`src/rtl/apb_seq_pkg.sv`:
```
// Shared definitions for the APB command sequencer.
//   seq_state_e   : sequencer FSM states
//   cmd_width()   : packed command width {write, addr, wdata}
//   RSP_RDATA_WR  : read-data value returned with write responses
package apb_seq_pkg;

  typedef enum logic [1:0] {
    S_IDLE,
    S_ISSUE,
    S_WAIT_ACK,
    S_WAIT_DONE
  } seq_state_e;

  localparam int unsigned RSP_RDATA_WR = 0;

  function automatic int unsigned cmd_width(input int unsigned addr_width,
                                            input int unsigned data_width);
    return 1 + addr_width + data_width;
  endfunction

endpackage

```
`src/rtl/apb_seq_fifo.sv`:
```
// Synchronous command FIFO for the APB sequencer.
// Ports:
//   clk_i, rst_ni   : clock, asynchronous active-low reset
//   push_i, wdata_i : write side (push ignored when full)
//   pop_i, rdata_o  : read side, rdata_o shows the head entry (pop ignored when empty)
//   full_o, empty_o : occupancy flags
//   level_o         : current occupancy, 0..DEPTH
// DEPTH must be a power of two so the pointers wrap naturally.
module apb_seq_fifo #(
  parameter int unsigned DEPTH   = 4,
  parameter int unsigned WIDTH   = 65,
  parameter int unsigned LEVEL_W = $clog2(DEPTH) + 1
) (
  input  logic               clk_i,
  input  logic               rst_ni,
  input  logic               push_i,
  input  logic [WIDTH-1:0]   wdata_i,
  input  logic               pop_i,
  output logic [WIDTH-1:0]   rdata_o,
  output logic               full_o,
  output logic               empty_o,
  output logic [LEVEL_W-1:0] level_o
);

  localparam int unsigned PTR_W = $clog2(DEPTH);

  logic [WIDTH-1:0]   mem [DEPTH];
  logic [PTR_W-1:0]   wr_ptr;
  logic [PTR_W-1:0]   rd_ptr;
  logic [LEVEL_W-1:0] level;
  logic               do_push;
  logic               do_pop;

  assign full_o  = (level == LEVEL_W'(DEPTH));
  assign empty_o = (level == '0);
  assign do_push = push_i && !full_o;
  assign do_pop  = pop_i && !empty_o;
  assign rdata_o = mem[rd_ptr];
  assign level_o = level;

  always_ff @(posedge clk_i or negedge rst_ni) begin
    if (!rst_ni) begin
      wr_ptr <= '0;
      rd_ptr <= '0;
      level  <= '0;
    end else begin
      if (do_push) wr_ptr <= wr_ptr + PTR_W'(1);
      if (do_pop)  rd_ptr <= rd_ptr + PTR_W'(1);
      if (do_push && !do_pop) begin
        level <= level + LEVEL_W'(1);
      end else if (do_pop && !do_push) begin
        level <= level - LEVEL_W'(1);
      end
    end
  end

  // Storage needs no reset: an entry is only read after it has been written.
  always_ff @(posedge clk_i) begin
    if (do_push) mem[wr_ptr] <= wdata_i;
  end

endmodule

```
`src/rtl/apb_cmd_sequencer.sv`:
```
// Upstream feeder for the APB master CSR port. Buffers read/write commands in a FIFO,
// replays each one as a single-cycle reg_enable_o pulse, waits for the master to go busy
// and back to idle, then returns read data on a valid/ready response port.
// Ports:
//   pclk_i, prstn_i        : clock, asynchronous active-low reset
//   cmd_*                  : command stream in (valid/ready)
//   rsp_*                  : response stream out (valid/ready)
//   reg_*                  : to/from the APB master CSR port
//   fifo_level_o, busy_o   : status
// Build option: define APB_SEQ_WR_RSP_EN to make writes produce a response as well;
// otherwise writes complete silently and rsp_write_o stays 0.
module apb_cmd_sequencer
  import apb_seq_pkg::*;
#(
  parameter int unsigned ADDR_WIDTH = 32,
  parameter int unsigned DATA_WIDTH = 32,
  parameter int unsigned FIFO_DEPTH = 4
) (
  input  logic                          pclk_i,
  input  logic                          prstn_i,
  input  logic                          cmd_valid_i,
  output logic                          cmd_ready_o,
  input  logic                          cmd_write_i,
  input  logic [ADDR_WIDTH-1:0]         cmd_addr_i,
  input  logic [DATA_WIDTH-1:0]         cmd_wdata_i,
  output logic                          rsp_valid_o,
  input  logic                          rsp_ready_i,
  output logic                          rsp_write_o,
  output logic [DATA_WIDTH-1:0]         rsp_rdata_o,
  output logic [ADDR_WIDTH-1:0]         reg_addr_o,
  output logic [DATA_WIDTH-1:0]         reg_wdata_o,
  output logic                          reg_write_o,
  output logic                          reg_enable_o,
  input  logic                          reg_idle_i,
  input  logic [DATA_WIDTH-1:0]         reg_rdata_i,
  output logic [$clog2(FIFO_DEPTH):0]   fifo_level_o,
  output logic                          busy_o
);

`ifdef APB_SEQ_WR_RSP_EN
  localparam bit WR_RSP = 1'b1;
`else
  localparam bit WR_RSP = 1'b0;
`endif

  localparam int unsigned CMD_W   = cmd_width(ADDR_WIDTH, DATA_WIDTH);
  localparam int unsigned LEVEL_W = $clog2(FIFO_DEPTH) + 1;

  seq_state_e          state;
  logic                cmd_ready;
  logic                rsp_valid;
  logic                rsp_write;
  logic [DATA_WIDTH-1:0] rsp_rdata;
  logic [ADDR_WIDTH-1:0] reg_addr;
  logic [DATA_WIDTH-1:0] reg_wdata;
  logic                reg_write;
  logic                reg_enable;

  logic                push;
  logic                pop;
  logic [CMD_W-1:0]    fifo_wdata;
  logic [CMD_W-1:0]    fifo_rdata;
  logic                fifo_full;
  logic                fifo_empty;
  logic [LEVEL_W-1:0]  fifo_level;
  logic [LEVEL_W-1:0]  level_next;

  assign push       = cmd_valid_i && cmd_ready && !fifo_full;
  // Pop and issue are the same event; a pending response blocks the next issue.
  assign pop        = (state == S_IDLE) && !fifo_empty && !rsp_valid && reg_idle_i;
  assign fifo_wdata = {cmd_write_i, cmd_addr_i, cmd_wdata_i};

  apb_seq_fifo #(
    .DEPTH   (FIFO_DEPTH),
    .WIDTH   (CMD_W),
    .LEVEL_W (LEVEL_W)
  ) u_fifo (
    .clk_i   (pclk_i),
    .rst_ni  (prstn_i),
    .push_i  (push),
    .wdata_i (fifo_wdata),
    .pop_i   (pop),
    .rdata_o (fifo_rdata),
    .full_o  (fifo_full),
    .empty_o (fifo_empty),
    .level_o (fifo_level)
  );

  always_comb begin
    level_next = fifo_level;
    if (push && !pop) begin
      level_next = fifo_level + LEVEL_W'(1);
    end else if (pop && !push) begin
      level_next = fifo_level - LEVEL_W'(1);
    end
  end

  always_ff @(posedge pclk_i or negedge prstn_i) begin
    if (!prstn_i) begin
      state      <= S_IDLE;
      cmd_ready  <= 1'b0;
      rsp_valid  <= 1'b0;
      rsp_write  <= 1'b0;
      rsp_rdata  <= '0;
      reg_addr   <= '0;
      reg_wdata  <= '0;
      reg_write  <= 1'b0;
      reg_enable <= 1'b0;
    end else begin
      // Ready is registered from post-edge occupancy, so it rises one cycle out of reset.
      cmd_ready <= (level_next != LEVEL_W'(FIFO_DEPTH));

      if (rsp_valid && rsp_ready_i) rsp_valid <= 1'b0;

      case (state)
        S_IDLE: begin
          if (pop) begin
            {reg_write, reg_addr, reg_wdata} <= fifo_rdata;
            reg_enable <= 1'b1;
            state      <= S_ISSUE;
          end
        end
        S_ISSUE: begin
          reg_enable <= 1'b0;
          state      <= S_WAIT_ACK;
        end
        S_WAIT_ACK: begin
          if (!reg_idle_i) state <= S_WAIT_DONE;
        end
        S_WAIT_DONE: begin
          if (reg_idle_i) begin
            state <= S_IDLE;
            if (WR_RSP || !reg_write) begin
              rsp_valid <= 1'b1;
              rsp_write <= WR_RSP && reg_write;
              rsp_rdata <= reg_write ? DATA_WIDTH'(RSP_RDATA_WR) : reg_rdata_i;
            end
          end
        end
        default: state <= S_IDLE;
      endcase
    end
  end

  assign cmd_ready_o  = cmd_ready;
  assign rsp_valid_o  = rsp_valid;
  assign rsp_write_o  = rsp_write;
  assign rsp_rdata_o  = rsp_rdata;
  assign reg_addr_o   = reg_addr;
  assign reg_wdata_o  = reg_wdata;
  assign reg_write_o  = reg_write;
  assign reg_enable_o = reg_enable;
  assign fifo_level_o = fifo_level;
  assign busy_o       = (state != S_IDLE) || !fifo_empty;

endmodule

```
`config.mk`:
```
export PLATFORM = sky130hd
export DESIGN_NAME = apb_cmd_sequencer
export DESIGN_NICKNAME = d
export VERILOG_FILES = /design/src/rtl/apb_seq_pkg.sv /design/src/rtl/apb_seq_fifo.sv /design/src/rtl/apb_cmd_sequencer.sv
export SDC_FILE = /design/constraint.sdc
export NUM_CORES = 1
export LEC_CHECK = 0
export BUFFER_PORTS_ARGS = -buffer_cell sky130_fd_sc_hd__buf_4
export CAP_MARGIN = 20
export CORE_MARGIN = 2
export CORE_UTILIZATION = 32
export CTS_CLUSTER_DIAMETER = 200
export DETAILED_ROUTE_END_ITERATION = 8
export GPL_TIMING_DRIVEN = 0
export PLACE_DENSITY = 0.49
export SYNTH_ARGS = -nofsm -noshare
export SYNTH_HDL_FRONTEND = slang
export SYNTH_HIERARCHICAL = 1
export SYNTH_SLANG_ARGS = --single-unit
```
`constraint.sdc`:
```
create_clock -name pclk_i -period 3.6 [get_ports pclk_i]
set_input_delay 0.72 -clock pclk_i [delete_from_list [all_inputs] [get_ports pclk_i]]
set_output_delay 0.72 -clock pclk_i [all_outputs]
set_load 0.05 [all_outputs]
```
==> flow_summary.yaml, run 1 <==
finish:
  final_area_sq_um: 17600
  nNetsFinal: 1132
  area_delta_synth_final_pct: 26.9
  fin_util: 0.410
  fill_cells: 3959
  drive_above_1_share: 0.387
  num_antenna_cells: 0
die:
  die_x_um: 212
  initial_utilization: 0.323
  die_y_um: 212
  num_rows: 76
  die_area_sq_um: 45000
  io-pin-count: 207
  core_area_sq_um: 42900
clock_tree:
  post_cts_buffers: 0
  cts_sinks: 369
  clock_latency_ns: 0.56
  path_clk_slew_ns: 0.05
  postCtsHoldBufs: 0
  clk_root_buffer_cell: "clkbuf_16"
  numCtsBuffers: 42
  cts_max_level: 2
  cts-resized-gates: 0
  clockBufferDepth: 3
  cts_tree: "built"
grt:
  grt_pass1_wl_um: 47000
  grt_pass1_vias: 7665
  antenna_found_initial: 0
  grt.total_usage: 0.142
  overflow: 0
  grt_max_degree: 65
route:
  dr.pass1.iters: 4
  drt_iter0_drc: 318
  vias_per_cell: 4.46
  drc_errors: 0
  post_drt_wl_per_cell_um: 19.3
  drt_wl_total_um: 31500
  ant_nets: 0
  vias: 7291
logic_synthesis:
  syn-num-nets: 878
  syn_area_sq_um: 13800
  synth_seq_cells: 369
  synth_cells: 763
  ys_types: 31
  ys_warn_count: 6
  yosysSeqAreaShare: 0.761
  avgSynthCellArea_sq_um: 18.2
worst_setup_path:
  cp.arrival_ns: 3.47
  ff2ff_path_depth: 13
  r2r-end: "u_fifo/level_o[2]"
  required_ns: 4.07
  slowest_stage: "dfrtp_1"
  critPathMaxFanout: 11
  reg2reg_from: "u_fifo/level_o[0]"
  crit_chain: "or3_1 -> inv_1 -> nand4bb_1 -> buf_4 -> inv_2 -> buf_2 -> nand2_1 -> ha_1 -> inv_1 -> fa_1 -> xor2_1 -> nor2_1 -> xor2_1"
  ff2ff_setup_slack_ns: 0.60
  crit_type: "register to register"
  worstSetupEndpointType: "register"
  critPathMaxStageDelay_ns: 0.50
  startpoint_type: "register"
timing:
  layout_setup_ws_ns: 0.603
  finalCriticalPeriod_ns: 3.00
  clock_skew_ns: 0.0142
  hold_violations: 0
  post-route-period-util: 0.833
  rsz0062_at_grt: "no"
  fmax_mhz: 334
  whs_ns: 0.124
  setup_viol: 0
  finalMaxSlewViolations: 0
  tightest_slew_ns: 0.877
  slew_headroom: 0.415
power_and_ir_drop:
  worst_ir_drop_vdd_v: 0.000484
  power_leakage_nw: 6.95
  power.density_nw_per_um2: 952
place:
  port-buffer-count: 205
  placed_area_sq_um: 16300
  place_ws_ns: 0.524
  place_congestion: 0.667
  dp_hpwl_um: 19400
run_status:
  status: "finished, final reports clean"
flow_run:
  max-cap-violations: 0
worst_hold_path:
  hold_path.class: "primary input to asynchronous set/reset pin"
==> logic make-up after synthesis <==
| group | Yosys count | synth area share |
|---|---|---|
| and+or+nand+nor | 221 | 0.0641 |
| other | 1 | 0.000271 |
| AOI/OAI and AO/OA | 8 | 0.00388 |
| xor gates and xnor gates | 6 | 0.00379 |
| adders and majority gates | 13 | 0.0123 |
| DFF | 369 | 0.761 |
| muxes | 99 | 0.133 |
| buffers and inverters | 46 | 0.0217 |
==> per-layer routing <==
layer  routed length [um]  track usage  share of wire
met3                 2250       0.0418          0.071
met4                  642       0.0471          0.020
met1                13700        0.183           0.44
met2                14900        0.229           0.47
met5                    0            0              0
==> report_power, final <==
part / leakage, nW / total [mW] / switching (mW) / internal [mW]
clock: 0.646 / 4.05 / 1.66 / 2.40
combinational: 2.59 / 6.42 / 4.09 / 2.33
sequential: 3.71 / 6.25 / 0.453 / 5.80
==> stage by stage <==
stage	setup TNS (ns)	total power, mW	std cells
global route	0	17.6	1634
detailed placement	0	12.9	1558
floorplan	0	10.8	763
CTS	0	17.1	1634
global placement	-343.56	12.8	1553
finish	0	16.7	1634
==> cells in the mapped netlist (all sizes together) <==
cell type | instances | area [sq um]
nor3b | 1 | 12.5
nor4 | 2 | 12.5
ha | 12 | 150
clkbuf | 4 | 15.0
a221oi | 1 | 15.0
edfxtp | 260 | 7810
nor2b | 2 | 12.5
xor2 | 2 | 17.5
and3 | 3 | 18.8
nand3b | 2 | 15.0
a21oi | 1 | 5.00
nand4bb | 1 | 11.3
fa | 1 | 20.0
o311ai | 1 | 8.76
and2 | 4 | 25.0
xnor2 | 4 | 35.0
nor2 | 4 | 15.0
o21ai | 5 | 25.0
mux2 | 34 | 383
dfrtp | 109 | 2730
conb | 1 | 3.75
nand2 | 199 | 747
inv | 11 | 41.3
buf | 31 | 244
or3 | 2 | 12.5
mux4 | 65 | 1460
nand3 | 1 | 5.00
==> area by class of cell <==
class / count / area [sq um] / area share
Clock inverter: 13 / 91.3 / 0.00520
Inverter: 11 / 41.3 / 0.00235
Clock buffer: 63 / 1210 / 0.0690
Timing Repair Buffer: 210 / 1680 / 0.0956
Tap cell: 585 / 732 / 0.0416
Sequential cell: 369 / 10500 / 0.599
Multi-Input combinational cell: 348 / 3020 / 0.172
Buffer: 35 / 259 / 0.0147
==> cell usage in the layout, fill, tap and decap left out, types with 3 or more instances in the layout <==
master     netlist  layout
and2_4           0       4
inv_1           10      10
mux4_2          65      65
o21ai_0          5       5
ha_1            12      12
buf_12           4       4
nand2_1        199     199
nor2_1           4       4
dfrtp_1        109     109
clkinv_2         0       9
xnor2_1          4       4
clkbuf_1         4      19
clkbuf_8         0       4
mux2_2          34      34
buf_4            9     213
edfxtp_1       260     260
and3_1           3       3
buf_2           17      17
buf_16           0       5
clkbuf_16        0      44
==> worst max-delay path, delay by kind of cell (launching register included) <==
family / cells / cell delay (ns)
fa+ha+maj: 2 / 0.57
xor+xnor: 2 / 0.30
buf+inv: 5 / 0.65
simple gates: 4 / 0.90
flops: 1 / 0.50
==> worst max path at each step <==
stage	endpoint	startpoint	depth (start not counted)
6_report	u_fifo/level_o[2]	u_fifo/level_o[0]	13
5_1_grt	u_fifo/level_o[2]	u_fifo/level_o[0]	13
4_1_cts	u_fifo/level_o[2]	u_fifo/level_o[0]	13
3_5_place_dp	u_fifo/level_o[2]	u_fifo/level_o[0]	13
3_3_place_gp	u_fifo/mem[3][23]	cmd_valid_i	6
2_1_floorplan	u_fifo/mem[0][0]	u_fifo/level_o[0]	6
==> state kept, by name (all words and copies together), names as in the netlist <==
name and flops:
u_fifo/mem 260, reg_addr_o 32, reg_wdata_o 32, rsp_rdata_o 32, u_fifo/level_o 3, state 2
u_fifo/rd_ptr 2, u_fifo/wr_ptr 2, cmd_ready_o 1, reg_enable_o 1, reg_write_o 1, rsp_valid_o 1
No activity file was read; power rests on OpenSTA's default activity.
==> run 2, diff against run 1 <==
==> constraint.sdc (replaced) <==
create_clock -name pclk_i -period 2.9 [get_ports pclk_i]
set_input_delay 0.58 -clock pclk_i [delete_from_list [all_inputs] [get_ports pclk_i]]
set_output_delay 0.58 -clock pclk_i [all_outputs]
set_load 0.05 [all_outputs]
==> run 2 against run 1 <==
  * Sequential cell count unchanged
  * Non-clock buffer count unchanged
  * Clock skew down 0.0011 ns
  * Sequential power up 24%
  * Wire length down 0.19%
  * Fmax up 11%
==> flow_summary.yaml, run 2 (same netlist as run 1, synthesis figures left out) <==
run_status:
  status: "finished, final reports clean"
route:
  vias: 7278
  drt_wl_total_um: 31400
  ant_nets: 0
  dr.pass1.iters: 4
  drc_errors: 0
  vias_per_cell: 4.45
  post_drt_wl_per_cell_um: 19.2
  drt_iter0_drc: 347
power_and_ir_drop:
  power_leakage_nw: 6.91
  worst_ir_drop_vdd_v: 0.000474
  clkPwrFrac: 0.237
  p_sw_frac: 0.372
  seqPwrFrac: 0.376
  total_power_mw: 20.6
  pwr-share-comb: 0.386
  switchingPower_mw: 7.67
  intPower_mw: 12.9
  power.density_nw_per_um2: 1170
clock_tree:
  path_clk_slew_ns: 0.06
  clk_root_buffer_cell: "clkbuf_16"
  numCtsBuffers: 42
  clock_latency_ns: 0.55
  clockBufferDepth: 3
  post_cts_buffers: 0
  cts_max_level: 2
  cts_tree: "built"
  cts_sinks: 369
grt:
  grt.total_usage: 0.145
  antenna_found_initial: 1
  grt_pass1_wl_um: 48200
  grt_pass1_vias: 7833
  overflow: 0
  met1_usage: 0.186
  grt_max_degree: 74
  use_met2: 0.236
  grt_use_met3: 0.0431
  grt_busiest_layer: "met2"
finish:
  regMostFlops: "u_fifo/mem"
  fill_cells: 3950
  drive_above_1_share: 0.385
  largest_reg_flops: 260
  nNetsFinal: 1132
  fin_util: 0.409
  mostFrequentLayoutCells: "edfxtp_1 (260), buf_4 (213), nand2_1 (199)"
  area_delta_synth_final_pct: 26.7
  final_common_cell: "edfxtp_1"
worst_hold_path:
  hold_path.class: "primary input to register"
die:
  num_rows: 76
  die_y_um: 212
  die_x_um: 212
  core_area_sq_um: 42900
  die_area_sq_um: 45000
  initial_utilization: 0.323
  io-pin-count: 207
place:
  dp_hpwl_um: 19600
  place_congestion: 0.676
  port-buffer-count: 205
  place_ws_ns: -0.191
timing:
  setup_viol: 0
  clock_skew_ns: 0.0131
  hold_violations: 0
  post-route-period-util: 0.930
  tightest_slew_ns: 0.825
  finalCriticalPeriod_ns: 2.70
  slew_headroom: 0.450
  finalMaxSlewViolations: 0
  finalSetupTns_ns: 0
  fmax_mhz: 371
  whs_ns: 0.220
  layout_setup_ws_ns: 0.202
  rsz0062_at_grt: "no"
worst_setup_path:
  required_ns: 3.37
  crit_type: "register to register"
  slowest_stage: "dfrtp_2"
  crit_chain: "or3_4 -> inv_1 -> nand4bb_1 -> buf_4 -> inv_4 -> nand2_1 -> ha_1 -> inv_1 -> fa_1 -> xor2_1 -> nor2_1 -> xor2_1"
  critPathMaxFanout: 17
  crit_family: "simple AND/OR/NAND/NOR gates"
  startpoint_type: "register"
  crit_buf_inv: 4
  cp.arrival_ns: 3.16
  critPathMaxStageDelay_ns: 0.49
  worstSetupEndpointType: "register"
flow_run:
  max-cap-violations: 0
==> run 2: cell types whose count changed in the layout (fill, tap and decap cells not counted), moves of 2 or more <==
cell / previous run / this run
clkinv_2: 9 / 4
dfrtp_2: 0 / 2
clkinvlp_4: 0 / 2
dfrtp_1: 109 / 107
clkbuf_1: 19 / 23
==> run 2: power by group through the flow <==
| stage | Clock (mW) | Sequential [mW] | Combinational [mW] |
|---|---|---|---|
| detailed placement | 0 | 7.87 | 8.16 |
| CTS | 5.07 | 7.78 | 8.17 |
| floorplan | 0 | 10.2 | 3.18 |
| global route | 5.29 | 7.92 | 8.60 |
| global placement | 0 | 7.88 | 8.03 |
| finish | 4.89 | 7.76 | 7.96 |
==> run 2: final timing paths <==
path                       slack (ns)         startpoint  cells past startpoint           endpoint
max                              0.20  u_fifo/level_o[0]                     12  u_fifo/level_o[2]
min                              0.22        rsp_ready_i                      2        rsp_valid_o
max reg2reg                      0.20  u_fifo/level_o[0]                     12  u_fifo/level_o[2]
min reg2reg                      0.47    reg_wdata_o[31]                      2    reg_wdata_o[31]
max in group asynchronous        1.61            prstn_i                      3    reg_wdata_o[22]
min in group asynchronous        0.53            prstn_i                      2     rsp_rdata_o[4]
==> run 2: metal layers <==
layer  wire length [um]  up-vias
met5                 13        -
met4                675        2
met3               2250       49
met2              14900      186
met1              13600     3704
li1                   -     3337
==> run 2: cell type report <==
| type | count | area (sq um) | share of cell area |
|---|---|---|---|
| antenna | 1 | 2.50 | 0.000143 |
| timing repair buffer | 211 | 1690 | 0.0963 |
| clock inverter | 10 | 60.1 | 0.00342 |
| multi-input combinational | 348 | 3030 | 0.173 |
| buffer | 34 | 254 | 0.0145 |
| clock buffer | 66 | 1200 | 0.0685 |
| tap | 585 | 732 | 0.0417 |
| sequential | 369 | 10500 | 0.600 |
| inverter | 11 | 43.8 | 0.00250 |
==> run 2: stage by stage <==
stage	area (sq um)	instances
after floorplan	13900	763
after global placement	16100	1553
after detailed placement	16300	1558
after CTS	17500	1634
after global routing	17500	1634
final	17600	1635
==> run 2: what timing repair did <==
action                     CTS  global route
hold endpoints to repair    36             0
resized for setup            3             2
setup endpoints to repair    2             2
hold buffers                 1             0
==> run 2: worst reg2reg max path, delay by kind of cell, from the launching register on <==
kind                     cells  cell delay (ns)
buffers and inverters        4             0.45
flip-flops                   1             0.49
AND/OR/NAND/NOR              4             0.83
adder cells (fa/ha/maj)      2             0.57
XOR/XNOR                     2             0.30
==> run 3, diff against run 2 <==
--- a/config.mk
+++ b/config.mk
@@ -5,14 +5,15 @@
 export SDC_FILE = /design/constraint.sdc
 export NUM_CORES = 1
 export LEC_CHECK = 0
+export ABC_AREA = 1
 export BUFFER_PORTS_ARGS = -buffer_cell sky130_fd_sc_hd__buf_4
 export CAP_MARGIN = 20
 export CORE_MARGIN = 2
-export CORE_UTILIZATION = 32
+export CORE_UTILIZATION = 57
 export CTS_CLUSTER_DIAMETER = 200
 export DETAILED_ROUTE_END_ITERATION = 8
 export GPL_TIMING_DRIVEN = 0
-export PLACE_DENSITY = 0.49
+export PLACE_DENSITY = 0.78
 export SYNTH_ARGS = -nofsm -noshare
 export SYNTH_HDL_FRONTEND = slang
 export SYNTH_HIERARCHICAL = 1
==> run 3 against run 2 <==
  * Critical endpoint is now u_fifo/mem[0][27]
  * Die area decreased by 39%
  * Sequential share of layout area down 2.2 points
  * Largest cell class unchanged
  * Clock skew down 0.00077 ns
  * Via count grew 33%
  * Cell count is 12% higher
  * Critical path depth down 3
  * Global-route usage up 9.7 points
  * Sequential power about the same
  * Fmax up 1.5%
  * Synthesized cell count increased by 60%
  * Non-clock buffer count increased by 30
  * First-iteration DRC count rose by 140%
==> flow_summary.yaml, run 3 <==
run_status:
  status: "finished, final reports clean"
grt:
  overflow: 0
  grt_pass1_vias: 9566
  grt.total_usage: 0.242
  grt_pass1_wl_um: 50300
  antenna_found_initial: 1
  grt_max_degree: 67
logic_synthesis:
  avgSynthCellArea_sq_um: 12.2
  synth.area.top_cells: "edfxtp_1 (53%), dfrtp_1 (18%), nand2_1 (11%)"
  synthMuxAreaShare: 0.0316
  synth_seq_cells: 369
  syn_area_sq_um: 14900
  async_reset_ff_frac: 0.295
  synth_top_area_cell: "edfxtp_1"
  synth_cells: 1221
  synthSimpleGateAreaFrac: 0.117
  ys_types: 26
  synth_top_family_by_area: "simple AND/OR/NAND/NOR gates"
  synth_top_area_share: 0.525
  yosysSeqAreaShare: 0.709
  ys_warn_count: 6
  synth_edf_count: 260
  yosys-top-cells-count: "nand2_1 (422), edfxtp_1 (260), inv_1 (155), o211ai_1 (130), dfrtp_1 (109)"
  synth_flop_cell: "edfxtp_1"
  syn-num-nets: 1336
  synthXorXnorAreaFrac: 0.000589
  synth-compound-area-share: 0.0673
  synthAdderAreaFrac: 0.0114
  synth.most_common_cell: "nand2_1"
worst_setup_path:
  worstSetupEndpointType: "register"
  critPathMaxFanout: 24
  crit_type: "register to register"
  startpoint_type: "register"
  cp.arrival_ns: 2.86
  required_ns: 3.10
power_and_ir_drop:
  seqPwrFrac: 0.372
  clkPwrFrac: 0.213
  switchingPower_mw: 8.42
  p_sw_frac: 0.404
  power_leakage_nw: 8.22
  total_power_mw: 20.8
  pwr-share-comb: 0.415
  intPower_mw: 12.4
  power.density_nw_per_um2: 1140
  worst_ir_drop_vdd_v: 0.000910
clock_tree:
  cts_sinks: 369
  cts_tree: "built"
  cts_max_level: 2
  clock_latency_ns: 0.51
  cts-resized-gates: 0
  numCtsBuffers: 37
  clockBufferDepth: 3
  post_cts_buffers: 0
  path_clk_slew_ns: 0.06
  postCtsHoldBufs: 0
  clk_root_buffer_cell: "clkbuf_16"
place:
  dp_hpwl_um: 21800
  place_ws_ns: 0.0672
  place_congestion: 0.744
  port-buffer-count: 205
die:
  io-pin-count: 207
  die_y_um: 166
  die_area_sq_um: 27400
  num_rows: 59
  initial_utilization: 0.575
  die_x_um: 166
  core_area_sq_um: 25800
flow_run:
  max-cap-violations: 0
finish:
  drive_above_1_share: 0.240
  mostFrequentLayoutCells: "nand2_1 (422), edfxtp_1 (260), buf_4 (211)"
  final_common_cell: "nand2_1"
  largest_reg_flops: 260
  nNetsFinal: 1591
  regMostFlops: "u_fifo/mem"
  area_delta_synth_final_pct: 22.5
route:
  post_drt_wl_per_cell_um: 18.3
  drt_iter0_drc: 829
  vias: 9702
  drc_errors: 0
  vias_per_cell: 5.28
  dr.pass1.iters: 5
  drt_wl_total_um: 33700
  ant_nets: 0
timing:
  hold_violations: 0
  finalMaxSlewViolations: 0
  rsz0062_at_grt: "no"
  slew_headroom: 0.423
  fmax_mhz: 376
  tightest_slew_ns: 0.865
  setup_viol: 0
  layout_setup_ws_ns: 0.242
  post-route-period-util: 0.916
  clock_skew_ns: 0.0123
  finalCriticalPeriod_ns: 2.66
worst_hold_path:
  hold_path.class: "primary input to asynchronous set/reset pin"
==> run 3: cell count changes after synthesis, moves of 7 or more <==
cell	change
nand2_1	+223
inv_1	+145
mux2_4	+29
buf_6	+7
o211ai_1	+130
buf_2	+18
mux2_2	-31
mux4_2	-65
nand3_1	+14
==> run 3: final cells by class <==
| cell class | instances | area (sq um) |
|---|---|---|
| sequential | 369 | 10500 |
| fill | 1739 | 7620 |
| multi-input combinational | 635 | 3430 |
| timing repair buffer | 215 | 1760 |
| clock buffer | 50 | 1010 |
| inverter | 158 | 593 |
| tap | 335 | 419 |
| buffer | 60 | 352 |
| clock inverter | 15 | 119 |
| antenna | 1 | 2.50 |
==> run 3: power by group through the flow <==
stage               Sequential, mW  Combinational (mW)  Clock [mW]
floorplan                     10.1                3.51           0
global placement              7.81                8.22           0
detailed placement            7.84                8.57           0
CTS                           7.75                8.63        4.51
global route                  7.88                9.26        4.73
finish                        7.75                8.63        4.43
==> run 3: path summary, 6_finish.rpt <==
path	slack [ns]	cells past startpoint	start	endpoint
setup / recovery	0.24	9	u_fifo/level_o[0]	u_fifo/mem[0][27]
hold / removal	0.10	1	prstn_i	u_fifo/rd_ptr[1]
setup reg to reg	0.24	9	u_fifo/level_o[0]	u_fifo/mem[0][27]
hold reg to reg	0.48	2	reg_addr_o[3]	reg_addr_o[3]
max in group asynchronous	2.03	2	prstn_i	u_fifo/level_o[1]
min in group pclk_i	0.24	2	rsp_ready_i	rsp_valid_o
==> run 3: metrics by stage <==
stage               instance area, sq um  hold slack, ns  instances  setup TNS [ns]   util
detailed placement                 17100           0.466       1771               0  0.661
global route                       18200           0.139       1837               0  0.705
global placement                   16900           0.465       1761         -164.47  0.653
finish                             18200           0.104       1838               0  0.705
CTS                                18200           0.114       1836               0  0.705
floorplan                          14900           0.284       1221               0      -
==> run 3: cell families after synthesis <==
logic type | after synthesis
xor gates and xnor gates | 1
buffers and inverters | 218
DFF | 369
AOI/OAI and AO/OA | 135
other | 1
adders and majority gates | 13
muxes | 32
and+or+nand+nor | 452
==> run 3: routing by layer <==
metal / up-vias / GRT usage / part of all wire
met2: 374 / 0.431 / 0.51
met4: 0 / 0.0674 / 0.021
li1: 4606 / - / -
met5: - / 0 / 0
met1: 4664 / 0.301 / 0.39
met3: 58 / 0.0485 / 0.081
==> run 3: worst max-delay path, cell delays in order (launching register included) <==
cell,delay [ns]
dfrtp_2,0.46
inv_1,0.08
nand3_1,0.13
inv_1,0.05
inv_1,0.04
nand3_1,0.13
inv_1,0.18
nand2_1,0.37
nor2_4,0.61
buf_12,0.27
